--- src/rtl/led_pkg.sv ---
// Shared types and helpers for the LED pattern sequencer: mode encodings,
// bounce direction and a constant-width helper for the tick prescaler.
package led_pkg;

   typedef enum logic [1:0] {
      MODE_ROT_L  = 2'd0,
      MODE_ROT_R  = 2'd1,
      MODE_SPLIT  = 2'd2,
      MODE_BOUNCE = 2'd3
   } mode_e;

   typedef enum logic {
      DIR_LEFT  = 1'b0,
      DIR_RIGHT = 1'b1
   } dir_e;

   // Bits needed to hold 0..value-1; never less than one.
   function automatic int clog2(input int value);
      int bits;
      bits = 0;
      for (int v = value - 1; v > 0; v = v >> 1) bits++;
      return (bits < 1) ? 1 : bits;
   endfunction

endpackage

--- src/rtl/led_pattern_gen_if.sv ---
// Control/status bundle of the LED pattern sequencer. The dim input exists
// only when LED_PWM_DIM_EN is defined.
interface led_pattern_gen_if #(
   parameter int N_LED = 8
);
   logic             en;
   logic [1:0]       mode;
   logic [1:0]       speed;
   logic             load;
   logic [N_LED-1:0] pattern_init;
   logic [N_LED-1:0] led;
   logic             step_o;
`ifdef LED_PWM_DIM_EN
   logic [3:0]       dim;

   modport master (output en, mode, speed, load, pattern_init, dim,
                   input  led, step_o);
   modport slave  (input  en, mode, speed, load, pattern_init, dim,
                   output led, step_o);
`else
   modport master (output en, mode, speed, load, pattern_init,
                   input  led, step_o);
   modport slave  (input  en, mode, speed, load, pattern_init,
                   output led, step_o);
`endif
endinterface

--- src/rtl/led_tick_gen.sv ---
// Base-tick prescaler plus speed sub-divider; step_en is high for the one
// enabled cycle whose clock edge should advance the pattern.
module led_tick_gen
   import led_pkg::*;
#(
   parameter int TICK_DIV = 2_500_000
) (
   input  logic       clk,
   input  logic       rst_n,
   input  logic       en,
   input  logic       clr,
   input  logic [1:0] speed,
   output logic       step_en
);

   localparam int              CW      = clog2(TICK_DIV);
   localparam logic [CW-1:0]   CNT_MAX = CW'(TICK_DIV - 1);

   logic [CW-1:0] r_cnt;
   logic [2:0]    r_sub;
   logic          w_tick;
   logic [2:0]    w_sub_lim;

   assign w_tick    = en && (r_cnt == CNT_MAX);
   assign w_sub_lim = 3'((4'd1 << speed) - 4'd1);
   // >= rather than == so lowering speed mid-interval steps on the next tick.
   assign step_en   = w_tick && (r_sub >= w_sub_lim);

   // NOTE: state registers use non-blocking assignment so every flop samples
   // pre-edge values, independent of statement order.
   always_ff @(posedge clk or negedge rst_n) begin
      if (!rst_n) begin
         r_cnt <= '0;
         r_sub <= '0;
      end else if (clr) begin
         r_cnt <= '0;
         r_sub <= '0;
      end else if (w_tick) begin
         r_cnt <= '0;
         r_sub <= step_en ? 3'd0 : r_sub + 3'd1;
      end else if (en) begin
         r_cnt <= r_cnt + 1'b1;
      end
   end

endmodule

--- src/rtl/led_pattern_gen.sv ---
// N-LED pattern sequencer: rotate-left/right, split-outward and bounce modes.
// Optional PWM dimming is compiled in with `define LED_PWM_DIM_EN.
module led_pattern_gen
   import led_pkg::*;
#(
   parameter int               N_LED      = 8,
   parameter int               TICK_DIV   = 2_500_000,
   parameter logic [N_LED-1:0] RESET_PAT  = N_LED'(8'b0001_1000),
   parameter bit               ACTIVE_LOW = 1'b1
) (
   input  logic              clk,
   input  logic              rst_n,
   led_pattern_gen_if.slave  bus
);

   localparam int H = N_LED / 2;

   logic [N_LED-1:0] r_pat;
   dir_e             r_dir;
   logic             r_step;
   logic             w_step_en;
   logic [N_LED-1:0] w_next_pat;
   dir_e             w_next_dir;
   logic [N_LED-1:0] w_lit;

   led_tick_gen #(.TICK_DIV(TICK_DIV)) u_tick (
      .clk     (clk),
      .rst_n   (rst_n),
      .en      (bus.en),
      .clr     (bus.load),
      .speed   (bus.speed),
      .step_en (w_step_en)
   );

   // NOTE: defaults first so every path assigns both outputs and no latch forms.
   always_comb begin
      w_next_pat = r_pat;
      w_next_dir = r_dir;
      case (mode_e'(bus.mode))
         MODE_ROT_L: w_next_pat = {r_pat[N_LED-2:0], r_pat[N_LED-1]};
         MODE_ROT_R: w_next_pat = {r_pat[0], r_pat[N_LED-1:1]};
         MODE_SPLIT: w_next_pat = {r_pat[N_LED-2:H], r_pat[N_LED-1],
                                   r_pat[0], r_pat[H-1:1]};
         MODE_BOUNCE: begin
            // Non-circular: the bit reaching an edge turns the run around.
            if (r_dir == DIR_LEFT) begin
               if (r_pat[N_LED-1]) begin
                  w_next_dir = DIR_RIGHT;
                  w_next_pat = r_pat >> 1;
               end else begin
                  w_next_pat = r_pat << 1;
               end
            end else begin
               if (r_pat[0]) begin
                  w_next_dir = DIR_LEFT;
                  w_next_pat = r_pat << 1;
               end else begin
                  w_next_pat = r_pat >> 1;
               end
            end
         end
         default: ;
      endcase
   end

   always_ff @(posedge clk or negedge rst_n) begin
      if (!rst_n) begin
         r_pat  <= RESET_PAT;
         r_dir  <= DIR_LEFT;
         r_step <= 1'b0;
      end else if (bus.load) begin
         r_pat  <= bus.pattern_init;
         r_dir  <= DIR_LEFT;
         r_step <= 1'b0;
      end else begin
         r_step <= w_step_en;
         if (w_step_en) begin
            r_pat <= w_next_pat;
            r_dir <= w_next_dir;
         end
      end
   end

`ifdef LED_PWM_DIM_EN
   logic [3:0] r_pwm_cnt;

   always_ff @(posedge clk or negedge rst_n) begin
      if (!rst_n) r_pwm_cnt <= 4'd0;
      else        r_pwm_cnt <= r_pwm_cnt + 4'd1;
   end

   assign w_lit = r_pat & {N_LED{r_pwm_cnt < bus.dim}};
`else
   assign w_lit = r_pat;
`endif

   assign bus.led    = w_lit ^ {N_LED{ACTIVE_LOW}};
   assign bus.step_o = r_step;

endmodule

--- src/flat_wrapper.sv ---
// flat-port wrapper written by rule: the top's interface ports become plain ports
module led_pattern_gen_flat import led_pkg::*;
#(
   parameter int               N_LED      = 8,
   parameter int               TICK_DIV   = 2_500_000,
   parameter logic [N_LED-1:0] RESET_PAT  = N_LED'(8'b0001_1000),
   parameter bit               ACTIVE_LOW = 1'b1
)
  (clk, rst_n, bus_en, bus_mode, bus_speed, bus_load, bus_pattern_init, bus_led, bus_step_o);
  led_pattern_gen_if #(.N_LED(N_LED)) bus_i ();
  input  logic clk;
  input  logic rst_n;
  input wire logic [$bits(bus_i.en)-1:0] bus_en;
  input wire logic [$bits(bus_i.mode)-1:0] bus_mode;
  input wire logic [$bits(bus_i.speed)-1:0] bus_speed;
  input wire logic [$bits(bus_i.load)-1:0] bus_load;
  input wire logic [$bits(bus_i.pattern_init)-1:0] bus_pattern_init;
  output wire logic [$bits(bus_i.led)-1:0] bus_led;
  output wire logic [$bits(bus_i.step_o)-1:0] bus_step_o;
  assign bus_i.en = bus_en;
  assign bus_i.mode = bus_mode;
  assign bus_i.speed = bus_speed;
  assign bus_i.load = bus_load;
  assign bus_i.pattern_init = bus_pattern_init;
  assign bus_led = bus_i.led;
  assign bus_step_o = bus_i.step_o;
  led_pattern_gen #(.N_LED(N_LED), .TICK_DIV(TICK_DIV), .RESET_PAT(RESET_PAT), .ACTIVE_LOW(ACTIVE_LOW)) u_core (.clk(clk), .rst_n(rst_n), .bus(bus_i));
endmodule
--- config.mk ---
export PLATFORM = sky130hd
export DESIGN_NAME = led_pattern_gen_flat
export DESIGN_NICKNAME = d
export VERILOG_FILES = /design/src/rtl/led_pkg.sv /design/src/rtl/led_pattern_gen_if.sv /design/src/rtl/led_tick_gen.sv /design/src/rtl/led_pattern_gen.sv /design/src/flat_wrapper.sv
export SDC_FILE = /design/constraint.sdc
export NUM_CORES = 1
export LEC_CHECK = 0
export CORE_MARGIN = 1.5
export CORE_UTILIZATION = 50
export CTS_BUF_LIST = sky130_fd_sc_hd__clkbuf_4 sky130_fd_sc_hd__clkbuf_8 sky130_fd_sc_hd__clkbuf_16
export DETAILED_ROUTE_END_ITERATION = 10
export PLACE_DENSITY = 0.81
export SLEW_MARGIN = 20
export SYNTH_ARGS = -nofsm -noshare
export SYNTH_HDL_FRONTEND = slang
export SYNTH_SLANG_ARGS = --single-unit
--- constraint.sdc ---
create_clock -name clk -period 2.17 [get_ports clk]
set_clock_uncertainty 0.05 [all_clocks]
set_input_delay 0.434 -clock clk [delete_from_list [all_inputs] [get_ports clk]]
set_output_delay 0.434 -clock clk [all_outputs]
set_load 0.05 [all_outputs]
==> flow_summary.toml, run 1 <==
[clock_tree]
tritoncts_clock_tree = "yes"
cts_htree_levels = 2
worst_skew_pair.late_latency_ps = 290
cts_hold_buffers = 0
max-clock-path-buffers = 2
clk_pin_slew_ps = 70
numCtsBuffers = 5
cts_num_sinks = 35
cts_root_buf = "clkbuf_8"

[die]
total_die_area_um2 = 4710
dieHeight_um = 68.6
design.core.area_um2 = 4060
start_util_pct = 53.1
floorplan.die.width_um = 68.6
design.portCount = 25
num_rows = 23

[logic_synthesis]
synthArstFlopShare_pct = 100
syn-instance-count = 246
yosys_warnings = 0
synth_top_area_share_pct = 38.3
ys_seq_elements = 35
number_of_synthesized_flops_with_an_enable_pin = 0
biggest_area_contributors_in_the_synthesized_netlist = "dfrtp_1, nor2_1, xor2_1"
mappedNetlistNets = 267
netlist_area_um2 = 2150
synth_area_per_cell_um2 = 8.76
yosysMostFrequentCell = "dfrtp_1"
ys_dominant_reg_cell = "dfrtp_1"
post_synthesis_cell_type_count = 48
synth_common_cells = "dfrtp_1, nor2_1, nand2_1, inv_1, nand3_1"
netlist.top_cell.by_area = "dfrtp_1"
seq_area_frac_synth_pct = 40.8

[critical_path]
worstPathArrival_ps = 1640
cp_max_fo = 6
timing.critical_path.to_type = "primary output"
startpoint_type = "flop"
worst-setup-path-type = "flop to primary output"
cp_data_required_time_ps = 1690

[grt]
track_usage_pct = 24.1
grt_start_max_net_pins = 36
grt_antenna_before_repair = 0
grt.overflow.total = 0
grt_pass1_vias = 1853
grt_pass1_wl_um = 8360

[timing]
timing.final.max_slew_violations = 0
period_share_pct = 97.7
post_layout_worst_setup_margin_ps = 49.9
period_needed_ps = 2120
worst-slew-pin-transition_ps = 493
setup_viol = 0
clock.fmax_ghz = 0.472
grt_setup_unrepaired = "no"
final-hold-violation-count = 0
whs_ps = 497
slew-limit-headroom_pct = 67.0

[final_layout]
layout-drive-gt1-share_pct = 18.5
post_layout_inst_area_um2 = 2800
design.final.nets = 317
final_core_utilization_pct = 68.9
antenna_diode_count = 0
area.growth.synth_to_final_pct = 29.8

[route]
drt_drc_violations_left = 0
drt.antenna.violating_nets = 0
detail_route.wirelength_um = 5260
num_vias = 2035
wl_per_cell_um = 15.2
drt_pass1_iterations = 5
detail_route.vias_per_cell = 5.86
detail_route.iter0.violations = 213

[pwr]
cellPowerDensity_nw_per_um2 = 555
total_power_mw = 1.55
ir_drop_mv = 0.351
power.leakage_nw = 1.23

[place]
gp_routability_congestion = 0.858
placement.setup.worst_slack_ps = -471
dpl_cell_area_um2 = 2640
hpwl_um = 3650
numPortBuffers = 24

[run]
max-cap-violations = 0

[hold_path]
holdCritPathClass = "flop to flop"

[status]
run_status = "complete, no violations"
## power breakdown
group | switching [mW] | internal (mW) | total (mW)
Sequential | 0.0160 | 0.671 | 0.687
Combinational | 0.150 | 0.102 | 0.252
Clock | 0.242 | 0.372 | 0.614
Total | 0.408 | 1.14 | 1.55
## through the flow
stage	setup TNS [ps]	cells
after global routing	0	347
final	0	347
after CTS	0	346
after global placement	-7530	338
after floorplan	-58.2	246
after detailed placement	-8450	338
## flip-flops by register name, indices dropped and copies added (netlist names)
| register | count |
|---|---|
| u_core.r_pat | 8 |
| u_core.u_tick.r_sub | 3 |
| u_core.r_dir | 1 |
| u_core.u_tick.r_cnt | 22 |
| u_core.bus.step_o | 1 |
## per-layer routing
layer | GRT usage [%] | routed length [µm] | part of all wire (%) | vias up
li1 | - | - | - | 971
met1 | 30.0 | 2330 | 44 | 981
met2 | 39.8 | 2580 | 49 | 75
met3 | 6.33 | 284 | 5.4 | 8
met4 | 9.00 | 65 | 1.2 | 0
met5 | 0 | 0 | 0 | -
## final cells by class
type / instances / area [µm²]
repair buffers: 53 / 455
fillers: 307 / 1260
inverters: 16 / 60.1
multi-input cells: 185 / 1220
well taps: 50 / 62.6
clock inverters: 2 / 35.0
flip-flops and latches: 35 / 878
clock buffers: 6 / 82.6
## path summary, 6_finish.rpt
check | startpoint | endpoint | slack, ps | cells after the start
min in group asynchronous | rst_n | u_core.r_pat[1] | 510 | 2
min | u_core.r_pat[4] | u_core.r_pat[4] | 500 | 2
max reg2reg | u_core.u_tick.r_cnt[4] | u_core.r_pat[7] | 100 | 7
min reg2reg | u_core.r_pat[4] | u_core.r_pat[4] | 500 | 2
max in group asynchronous | rst_n | u_core.u_tick.r_cnt[15] | 1220 | 2
max | u_core.r_pat[7] | bus_led[7] | 50 | 2
## logic make-up after synthesis
kind of cell    synth area share, %
flops                          40.8
simple gates                   27.5
buf+inv                        4.94
compound gates                 12.3
fa+ha+maj                      2.90
xor+xnor                       6.91
mux                            4.76
## cell usage in the layout (no fill, tap or decap), types with 8 or more instances in the layout
cell type | Yosys | final
a21oi_1 | 9 | 9
buf_4 | 1 | 30
clkdlybuf4s50_1 | 0 | 20
dfrtp_1 | 33 | 33
inv_1 | 16 | 16
mux2i_1 | 8 | 8
nand2_1 | 23 | 23
nand3_1 | 12 | 12
nand4_1 | 8 | 8
nor2_1 | 31 | 31
xor2_1 | 11 | 11
## worst max-delay path, cell delays in order, from the launching register on
cell             delay [ps]
dfrtp_1                 440
inv_1                   110
clkdlybuf4s50_1         800
## timing repair
action                     4_1_cts  5_1_grt
buffers inserted                 0        1
pin swaps                        2        4
setup endpoints to repair        9       25
resized for setup                5        5
(Power assumes the default switching activity.)
==> inputs of run 2 (changes only) <==
--- a/config.mk
+++ b/config.mk
@@ -9,7 +9,7 @@
 export CORE_UTILIZATION = 50
 export CTS_BUF_LIST = sky130_fd_sc_hd__clkbuf_4 sky130_fd_sc_hd__clkbuf_8 sky130_fd_sc_hd__clkbuf_16
 export DETAILED_ROUTE_END_ITERATION = 10
-export PLACE_DENSITY = 0.81
+export PLACE_DENSITY = 0.8
 export SLEW_MARGIN = 20
 export SYNTH_ARGS = -nofsm -noshare
 export SYNTH_HDL_FRONTEND = slang
==> flow_summary.toml, run 2 (same netlist as run 1, synthesis figures left out) <==
[timing]
whs_ps = 497
final-hold-violation-count = 0
timing.final.max_slew_violations = 0
clock.fmax_ghz = 0.472
period_needed_ps = 2120
worst-slew-pin-transition_ps = 501
slew-limit-headroom_pct = 66.5
setup_viol = 0
period_share_pct = 97.7

[pwr]
p_clk_share_pct = 33.0
netSwitchingPower_mw = 0.408
ir_drop_mv = 0.393
total_power_mw = 1.40
power.leakage_nw = 1.18
power.switching_fraction_pct = 29.1
cellPowerDensity_nw_per_um2 = 513
power.sequential.fraction_pct = 49.0
comb_power_share_pct = 18.0
p_int_mw = 0.994

[die]
total_die_area_um2 = 4710
num_rows = 23
design.core.area_um2 = 4060
design.portCount = 25
floorplan.die.width_um = 68.6
dieHeight_um = 68.6
start_util_pct = 53.1

[clock_tree]
cts_root_buf = "clkbuf_8"
cts_htree_levels = 2
max-clock-path-buffers = 2
clk_pin_slew_ps = 70
cts_num_sinks = 35
tritoncts_clock_tree = "yes"
numCtsBuffers = 5
worst_skew_pair.late_latency_ps = 290

[route]
drt_drc_violations_left = 0
detail_route.iter0.violations = 172
drt_pass1_iterations = 4
drt.antenna.violating_nets = 0
num_vias = 1957
detail_route.wirelength_um = 5050
detail_route.vias_per_cell = 5.76
wl_per_cell_um = 14.9

[final_layout]
layout-drive-gt1-share_pct = 17.2
max_ffs_per_register = 22
design.final.nets = 310
mostFrequentLayoutCell = "dfrtp_1"
reg_top3 = "u_core.u_tick.r_cnt x22, u_core.r_pat x8, u_core.u_tick.r_sub x3"
fillerInstances = 334
layout.cells.most_common_list = "dfrtp_1, nor2_1, nand2_1"
antenna_diode_count = 0
area.growth.synth_to_final_pct = 26.8
regMostFlops = "u_core.u_tick.r_cnt"

[grt]
track_usage_pct = 24.1
grt_start_max_net_pins = 36
grt.overflow.total = 0
grt_pass1_wl_um = 8290
grt_antenna_before_repair = 0
grt_pass1_vias = 1864

[critical_path]
ff2ff_setup_slack_ps = 130
r2r_cells = 8
crit_path_cell_trace = "inv_1, clkdlybuf4s50_1"
cp_max_fo = 6
worst_path_max_delay_cell = "clkdlybuf4s50_1"
worst-setup-path-type = "flop to primary output"
cp_data_required_time_ps = 1690
crit_start = "u_core.r_pat[7]"
worst_r2r_endpoint = "u_core.r_pat[1]"
regToRegStartpoint = "u_core.u_tick.r_cnt[1]"
critical_path.endpoint = "bus_led[7]"
startpoint_type = "flop"
timing.critical_path.to_type = "primary output"
critical-path-max-stage-delay_ps = 800
worstPathArrival_ps = 1640

[place]
hpwl_um = 3610
gp_routability_congestion = 0.901
numPortBuffers = 24

[status]
run_status = "complete, no violations"

[run]
max-cap-violations = 0

[hold_path]
holdCritPathClass = "input pin to asynchronous set/reset pin"
## run 2: worst min path at each step
stage                     depth (start not counted)                end  slack [ps]
final                                             2    u_core.r_pat[5]         500
after global routing                              2    u_core.r_pat[4]         510
after CTS                                         2    u_core.r_pat[4]         500
after detailed placement                          2    u_core.r_pat[4]         490
after global placement                            2    u_core.r_pat[4]         480
after floorplan                                   0  u_core.bus.step_o          90
## run 2: cell type report
type	instances	area (µm²)	area share [%]
Clock buffer	5	68.8	2.52
Sequential cell	35	878	32.2
Multi-Input combinational cell	185	1230	45.2
Tap cell	50	62.6	2.29
Inverter	16	60.1	2.20
Timing Repair Buffer	46	413	15.1
Clock inverter	3	15.0	0.550
## run 2: critical path: cells and delay by family (launching register included)
kind | cells | cell delay, ps
buffers and inverters | 2 | 910
flip-flops | 1 | 440
## run 2: stage by stage
step	setup TNS (ps)	utilization, %	setup WS [ps]	cell area (µm²)	cells
finish	0	67.3	49.4	2730	340
global route	-9.37	67.3	-6.74	2730	340
CTS	0	66.5	56.7	2700	339
detailed placement	-8200	63.7	-455	2580	331
global placement	-7980	63.7	-391	2580	331
floorplan	-58.2	-	-29.2	2190	246
## run 2: repair_timing
item                                    in CTS  in global routing
resized for setup                            9                  7
endpoints found under the hold margin        0                  0
pin swaps                                    3                  3
hold buffers                                 0                  0
buffers inserted                             0                  1
endpoints found under the setup margin       9                 26
## run 2: per-layer routing
| layer | vias to the layer above | track usage, % | wire, µm |
|---|---|---|---|
| li1 | 956 | - | - |
| met5 | - | 0 | 0 |
| met4 | 0 | 10.8 | 97 |
| met3 | 10 | 5.68 | 244 |
| met2 | 59 | 40.1 | 2420 |
| met1 | 932 | 29.6 | 2290 |
## run 2: power by group through the flow
stage / combinational [mW] / sequential, mW / clock [mW]
after global placement: 0.241 / 0.698 / 0
after CTS: 0.249 / 0.686 / 0.477
after floorplan: 0.145 / 0.695 / 0
after detailed placement: 0.245 / 0.699 / 0
after global routing: 0.274 / 0.689 / 0.502
final: 0.252 / 0.687 / 0.463
==> inputs of run 3 (changes only) <==
--- a/config.mk
+++ b/config.mk
@@ -8,6 +8,7 @@
 export CORE_MARGIN = 1.5
 export CORE_UTILIZATION = 50
 export CTS_BUF_LIST = sky130_fd_sc_hd__clkbuf_4 sky130_fd_sc_hd__clkbuf_8 sky130_fd_sc_hd__clkbuf_16
+export CTS_CLUSTER_DIAMETER = 120
 export DETAILED_ROUTE_END_ITERATION = 10
 export PLACE_DENSITY = 0.8
 export SLEW_MARGIN = 20
==> results of run 3 <==
Final layout, timing and power as in run 2 (identical DEF).
